### src/rtl/div_issue_queue.sv
// div_issue_queue
// ---------------
// Age-ordered issue queue feeding one multi-cycle signed 32-bit divider.
// Entries wait for their operands by snooping the CDB (cdbin_*). The oldest
// entry with both operands ready moves into the divider. The result is then
// offered to the CDB arbiter until it is granted.
//
// Parameters: DEPTH (2..16) queue entries, LATENCY (2..34) divider busy
//             cycles, TAG_W tag width.
// Ports:
//   clk, rst                  clock, synchronous active-high reset
//   flush                     (only with DIV_ISSUE_QUEUE_FLUSH_EN) drop all
//   dispatch_*                new instruction; accepted when dispatch_ready=1
//   dispatch_ready            fewer than DEPTH entries held
//   cdbin_data/tag/valid      snooped CDB broadcast (wakeup)
//   cdb_data/tag/valid        result request to the arbiter
//   cdb_grant                 arbiter accepts the presented result
//   cdb_branch(_taken)        tied to 0
//   o_dbg_state               divider state: 0=IDLE, 1=BUSY, 2=DONE
// Handshakes: a dispatch transfers on a clock edge where dispatch_en=1 and
//   dispatch_ready=1. A result transfers on a clock edge where cdb_valid=1
//   and cdb_grant=1. cdb_valid, cdb_data and cdb_tag stay stable until that
//   edge.
// Optional feature: define DIV_ISSUE_QUEUE_FLUSH_EN to add the flush port.
module div_issue_queue #(
  parameter int DEPTH   = 4,
  parameter int LATENCY = 8,
  parameter int TAG_W   = 6
) (
  input  logic             clk,
  input  logic             rst,
`ifdef DIV_ISSUE_QUEUE_FLUSH_EN
  input  logic             flush,
`endif
  input  logic             dispatch_en,
  input  logic [TAG_W-1:0] dispatch_rdtag,
  input  logic [31:0]      dispatch_rsdata,
  input  logic [31:0]      dispatch_rtdata,
  input  logic [TAG_W-1:0] dispatch_rstag,
  input  logic [TAG_W-1:0] dispatch_rttag,
  input  logic             dispatch_rsvalid,
  input  logic             dispatch_rtvalid,
  output logic             dispatch_ready,
  input  logic [31:0]      cdbin_data,
  input  logic [TAG_W-1:0] cdbin_tag,
  input  logic             cdbin_valid,
  output logic [31:0]      cdb_data,
  output logic [TAG_W-1:0] cdb_tag,
  output logic             cdb_valid,
  input  logic             cdb_grant,
  output logic             cdb_branch,
  output logic             cdb_branch_taken,
  output logic [1:0]       o_dbg_state
);

  localparam int CNT_W = $clog2(DEPTH + 1);
  localparam int IDX_W = $clog2(DEPTH);
  localparam int LAT_W = $clog2(LATENCY + 1);

  typedef struct packed {
    logic [TAG_W-1:0] rdtag;
    logic [31:0]      rs;
    logic [31:0]      rt;
    logic [TAG_W-1:0] rstag;
    logic [TAG_W-1:0] rttag;
    logic             rsv;
    logic             rtv;
  } entry_t;

  typedef enum logic [1:0] {S_IDLE = 2'd0, S_BUSY = 2'd1, S_DONE = 2'd2} state_t;

  entry_t           r_q [DEPTH];
  logic [CNT_W-1:0] r_count;
  state_t           r_state;
  logic [LAT_W-1:0] r_cnt;
  logic [31:0]      r_cdb_data;
  logic [TAG_W-1:0] r_cdb_tag;
  logic             r_cdb_valid;

  entry_t           w_wk   [DEPTH];
  entry_t           w_next [DEPTH];
  entry_t           w_new;
  entry_t           w_sel;
  logic             w_found;
  logic [IDX_W-1:0] w_issue_idx;
  logic             w_issue;
  logic             w_disp;
  logic             w_flush;
  logic [CNT_W-1:0] w_cnt_after;
  logic [CNT_W-1:0] w_next_count;
  logic [31:0]      w_quot;

`ifdef DIV_ISSUE_QUEUE_FLUSH_EN
  assign w_flush = flush;
`else
  assign w_flush = 1'b0;
`endif

  assign dispatch_ready   = (r_count < CNT_W'(DEPTH));
  assign cdb_data         = r_cdb_data;
  assign cdb_tag          = r_cdb_tag;
  assign cdb_valid        = r_cdb_valid;
  assign cdb_branch       = 1'b0;
  assign cdb_branch_taken = 1'b0;
  assign o_dbg_state      = r_state;

  always_comb begin
    // Issue selection uses registered ready bits, so an entry dispatched or
    // woken this cycle can only issue from the next cycle onwards.
    w_found     = 1'b0;
    w_issue_idx = '0;
    for (int i = DEPTH - 1; i >= 0; i--) begin
      if ((CNT_W'(i) < r_count) && r_q[i].rsv && r_q[i].rtv) begin
        w_found     = 1'b1;
        w_issue_idx = IDX_W'(i);
      end
    end
    // Leaving DONE on a grant frees the divider in the same cycle.
    w_issue = w_found && ((r_state == S_IDLE) || ((r_state == S_DONE) && cdb_grant));
    w_sel   = r_q[w_issue_idx];

    // rt=0 and the single overflowing case are defined explicitly.
    if (w_sel.rt == 32'd0)
      w_quot = 32'hFFFF_FFFF;
    else if ((w_sel.rs == 32'h8000_0000) && (w_sel.rt == 32'hFFFF_FFFF))
      w_quot = 32'h8000_0000;
    else
      w_quot = 32'($signed(w_sel.rs) / $signed(w_sel.rt));

    for (int i = 0; i < DEPTH; i++) begin
      w_wk[i] = r_q[i];
      if (cdbin_valid && !r_q[i].rsv && (r_q[i].rstag == cdbin_tag)) begin
        w_wk[i].rsv = 1'b1;
        w_wk[i].rs  = cdbin_data;
      end
      if (cdbin_valid && !r_q[i].rtv && (r_q[i].rttag == cdbin_tag)) begin
        w_wk[i].rtv = 1'b1;
        w_wk[i].rt  = cdbin_data;
      end
    end

    // Incoming entry, including the same-cycle broadcast bypass.
    w_new.rdtag = dispatch_rdtag;
    w_new.rs    = dispatch_rsdata;
    w_new.rt    = dispatch_rtdata;
    w_new.rstag = dispatch_rstag;
    w_new.rttag = dispatch_rttag;
    w_new.rsv   = dispatch_rsvalid;
    w_new.rtv   = dispatch_rtvalid;
    if (cdbin_valid && !dispatch_rsvalid && (dispatch_rstag == cdbin_tag)) begin
      w_new.rsv = 1'b1;
      w_new.rs  = cdbin_data;
    end
    if (cdbin_valid && !dispatch_rtvalid && (dispatch_rttag == cdbin_tag)) begin
      w_new.rtv = 1'b1;
      w_new.rt  = cdbin_data;
    end

    w_disp       = dispatch_en && dispatch_ready;
    w_cnt_after  = r_count - CNT_W'(w_issue);
    w_next_count = w_cnt_after + CNT_W'(w_disp);

    // Compact younger entries over the issued slot, then append the dispatch
    // at the first free index.
    for (int i = 0; i < DEPTH; i++) begin
      w_next[i] = w_wk[i];
      if (w_issue && (IDX_W'(i) >= w_issue_idx) && (i < DEPTH - 1))
        w_next[i] = w_wk[(i < DEPTH - 1) ? i + 1 : i];
      if (w_disp && (CNT_W'(i) == w_cnt_after))
        w_next[i] = w_new;
    end
  end

  always_ff @(posedge clk) begin
    if (rst || w_flush) begin
      r_count <= '0;
    end else begin
      r_count <= w_next_count;
      for (int i = 0; i < DEPTH; i++) r_q[i] <= w_next[i];
    end
  end

  always_ff @(posedge clk) begin
    if (rst) begin
      r_state     <= S_IDLE;
      r_cnt       <= '0;
      r_cdb_valid <= 1'b0;
      r_cdb_data  <= '0;
      r_cdb_tag   <= '0;
    end else if (w_flush) begin
      r_state     <= S_IDLE;
      r_cnt       <= '0;
      r_cdb_valid <= 1'b0;
    end else begin
      case (r_state)
        S_IDLE: begin
          if (w_issue) begin
            r_state    <= S_BUSY;
            r_cnt      <= LAT_W'(LATENCY);
            r_cdb_data <= w_quot;
            r_cdb_tag  <= w_sel.rdtag;
          end
        end
        S_BUSY: begin
          if (r_cnt == LAT_W'(1)) begin
            r_state     <= S_DONE;
            r_cnt       <= '0;
            r_cdb_valid <= 1'b1;
          end else begin
            r_cnt <= r_cnt - LAT_W'(1);
          end
        end
        S_DONE: begin
          if (cdb_grant) begin
            r_cdb_valid <= 1'b0;
            if (w_issue) begin
              r_state    <= S_BUSY;
              r_cnt      <= LAT_W'(LATENCY);
              r_cdb_data <= w_quot;
              r_cdb_tag  <= w_sel.rdtag;
            end else begin
              r_state <= S_IDLE;
            end
          end
        end
        default: begin
          r_state     <= S_IDLE;
          r_cdb_valid <= 1'b0;
        end
      endcase
    end
  end

endmodule

### config.mk
export PLATFORM = sky130hd
export DESIGN_NAME = div_issue_queue
export DESIGN_NICKNAME = d
export VERILOG_FILES = /design/src/rtl/div_issue_queue.sv
export SDC_FILE = /design/constraint.sdc
export NUM_CORES = 2
export LEC_CHECK = 0
export CAP_MARGIN = 20
export CORE_ASPECT_RATIO = 1.2
export CORE_MARGIN = 8
export CORE_UTILIZATION = 62
export DETAILED_ROUTE_END_ITERATION = 8
export PLACE_DENSITY = 0.84
export RECOVER_POWER = 100
export SYNTH_ARGS = -nofsm -noshare
export SYNTH_HDL_FRONTEND = slang
export SYNTH_SLANG_ARGS = --single-unit
export TNS_END_PERCENT = 5
### constraint.sdc
create_clock -name clk -period 168.3 [get_ports clk]
set_input_delay 33.66 -clock clk [delete_from_list [all_inputs] [get_ports clk]]
set_output_delay 33.66 -clock clk [all_outputs]
set_load 0.01 [all_outputs]
==> flow_summary.toml <==
[critical_path]
path_delay_family = "compound AO/OA/AOI/OAI gates"
crit_fanout = 63
required_ns = 168.86
worstReg2RegStart = "r_count[1]"
path_buf_inv = 20
critPathKind = "reg -> reg"
critPathLaunchType = "flip-flop"
slowest_delay_ns = 2.62
worstSetupStartpoint = "r_count[1]"
crit_path_end_kind = "flip-flop"
arrival_ns = 114.82
cpMostUsedCell = "o21a_1"
critPathSlowestCell = "clkbuf_1"

[cells_and_area]
post-route-util_pct = 66.9
syn_to_final_growth_pct = 7.32
nFillCells = 7406
layout-drive-gt1-share_pct = 7.85
nets = 7652

[outcome]
outcome = "finished with violations"
failed_checks = "max-capacitance violations, max-slew violations"

[sta]
period_minus_slack_ns = 114.26
setup_ws_ns = 54.04
rsz0062_at_grt = "false"
slew_headroom_pct = -187
drv_slew = 1088
skew_ns = 0.0362
fin_crit_sh_pct = 67.9
worst_pin_slew_ns = 4.31
max_freq_ghz = 0.00875
setup_viol = 0
finalSetupTns_ns = 0
hold_viol_final = 0

[yosys]
ys_async_sr_fraction_pct = 0
seq_area_frac_synth_pct = 20.6
synth_flop_cell = "edfxtp_1"
synth_edf_count = 336
yosys.area.top_type = "edfxtp_1"
synth_top_cell_area_share_pct = 18.8
netlist_top_cells_area = "edfxtp_1 (19%), ha_1 (13%), nor2_1 (6.1%)"
synth_cell_types = 132
yosysWarnings = 0
syn_area_um2 = 53500
syn_avg_cell_area_um2 = 7.62
synth_seq_cells = 384
synth_cells = 7027

[floorplan]
core_area_um2 = 85900
die_x_um = 284
dieArea_um2 = 96100
die_h_um = 338
start_util_pct = 62.3
pin_count = 171
num_rows = 118

[clocking]
clk_pin_slew_worst_paths_ns = 0.07
cts_resized = 0
tritoncts = "done"
post-cts-setup-buffers = 0
clockBufferDepth = 3
root_buffer = "clkbuf_16"
htreeDepth = 2
clock_sinks = 384
clk_latency_ns = 0.64
cts_hold_buf = 0
cts_buffers = 39

[routing]
dr.pass1.iters = 9
first_iter_violations = 8464
routedWlPerCell_um = 28.0
antenna_left = 0
vias_per_cell = 7.34
drc = 0
wirelength_mm = 229
vias = 59900

[grt]
grt_use_total_pct = 44.9
grt_pass1_vias = 57200
grt_overflow = 0
grt_first_pass_wirelength_mm = 339
antenna_found_initial = 5
grt_max_degree = 81

[min_path]
hp-start = "cdb_tag[2]"
hold_path_class = "reg -> reg"

[placement]
post-dp-hpwl_mm = 165
place.gp.congestion = 1.09
post-place-ws_ns = 70.11
port_buffers = 168

[flow_run]
maxCapViolCount = 27
==> tightest hold or removal path: cells and delay by family (launching register included) <==
kind	cells	cell delay [ns]
simple gates	1	0.05
flops	1	0.31
compound gates	1	0.05
==> logic make-up (layout without fill, tap and decap cells) <==
logic type      after synthesis  in the layout  synth area share, %
fa+ha+maj                   539            539                 12.6
simple gates               2762           2762                 23.9
xor+xnor                    467            467                 7.64
buf+inv                     569            556                 4.47
compound gates             2181           2181                 28.1
other cells                   1              8              0.00700
mux                         124            124                 2.62
flops                       384            384                 20.6
==> path summary, 6_finish.rpt <==
kind | end | slack, ns | cells past startpoint
setup / recovery | cdb_data[28] | 54.04 | 398
hold / removal | cdb_tag[2] | 0.45 | 2
setup reg to reg | cdb_data[28] | 54.04 | 398
hold reg to reg | cdb_tag[2] | 0.45 | 2
==> cells in the mapped netlist, drive strengths merged (103+ instances only) <==
| cell type | number |
|---|---|
| nor2 | 880 |
| nand2 | 841 |
| ha | 539 |
| o21ai | 425 |
| a21oi | 394 |
| edfxtp | 336 |
| o22ai | 294 |
| xnor2 | 286 |
| clkbuf | 256 |
| nor3 | 227 |
| nand3 | 200 |
| inv | 182 |
| xor2 | 181 |
| a21o | 152 |
| o21a | 143 |
| buf | 130 |
| a31oi | 103 |
| o221a | 103 |
==> registers in the layout, indices dropped and copies added (netlist names) <==
register     count
cdb_valid        1
r_count          3
o_dbg_state      2
r_cnt            4
r_q            336
cdb_tag          6
cdb_data        32
==> area by class of cell <==
cell class	instances	area, µm²	area share (%)
multi-input cells	6075	40400	70.4
flip-flops and latches	384	11100	19.2
diodes	6	15.0	0.0261
clock inverters	23	231	0.403
clock buffers	47	1030	1.79
repair buffers	303	2590	4.50
inverters	183	688	1.20
well taps	1140	1430	2.48
==> metal layers <==
layer	GRT usage (%)	share of wire, %	up-vias
met2	72.0	44	4679
li1	-	-	26200
met4	35.2	9.7	0
met3	11.1	13	1332
met5	0	0	-
met1	51.4	34	27700
==> stage by stage <==
| stage | instance area [µm²] | instances | hold slack (ns) |
|---|---|---|---|
| after floorplan | 53500 | 7028 | 0.478 |
| after global placement | 56400 | 8084 | 0.449 |
| after detailed placement | 56400 | 8084 | 0.449 |
| after CTS | 57700 | 8154 | 0.459 |
| after global routing | 57400 | 8155 | 0.479 |
| final | 57500 | 8161 | 0.455 |
==> cells in the final DEF, fill, tap and decap left out, types with 23 or more instances in the layout <==
cell             count
dfxtp_1             48
nor4_1              42
o221a_2            102
and2_1              46
a21o_1             152
o211ai_1            35
o211a_1             23
clkbuf_16           40
ha_1               539
nand4_1             74
o21ai_0            372
edfxtp_1           336
a31o_2              31
nor2_1             874
o21bai_1            38
nand2_1            834
o22ai_1            293
buf_4              103
o31ai_1             46
a211oi_1            65
or3_1               59
xnor2_1            275
o21a_1             143
dlygate4sd3_1       62
a21oi_1            388
or2_2               52
a21boi_0            37
o21ai_1             45
a31oi_1             93
and3_1              93
nor2b_1             71
mux2_2              70
nand3_1            196
inv_1              179
clkbuf_1            38
xor2_1             175
mux2i_1             45
clkdlybuf4s50_1    106
nand2b_1            63
nor3_1             219
Power is left out: the tool's default activity adds up to more than one toggle a clock period on the data nets, which glitch-free logic cannot reach.
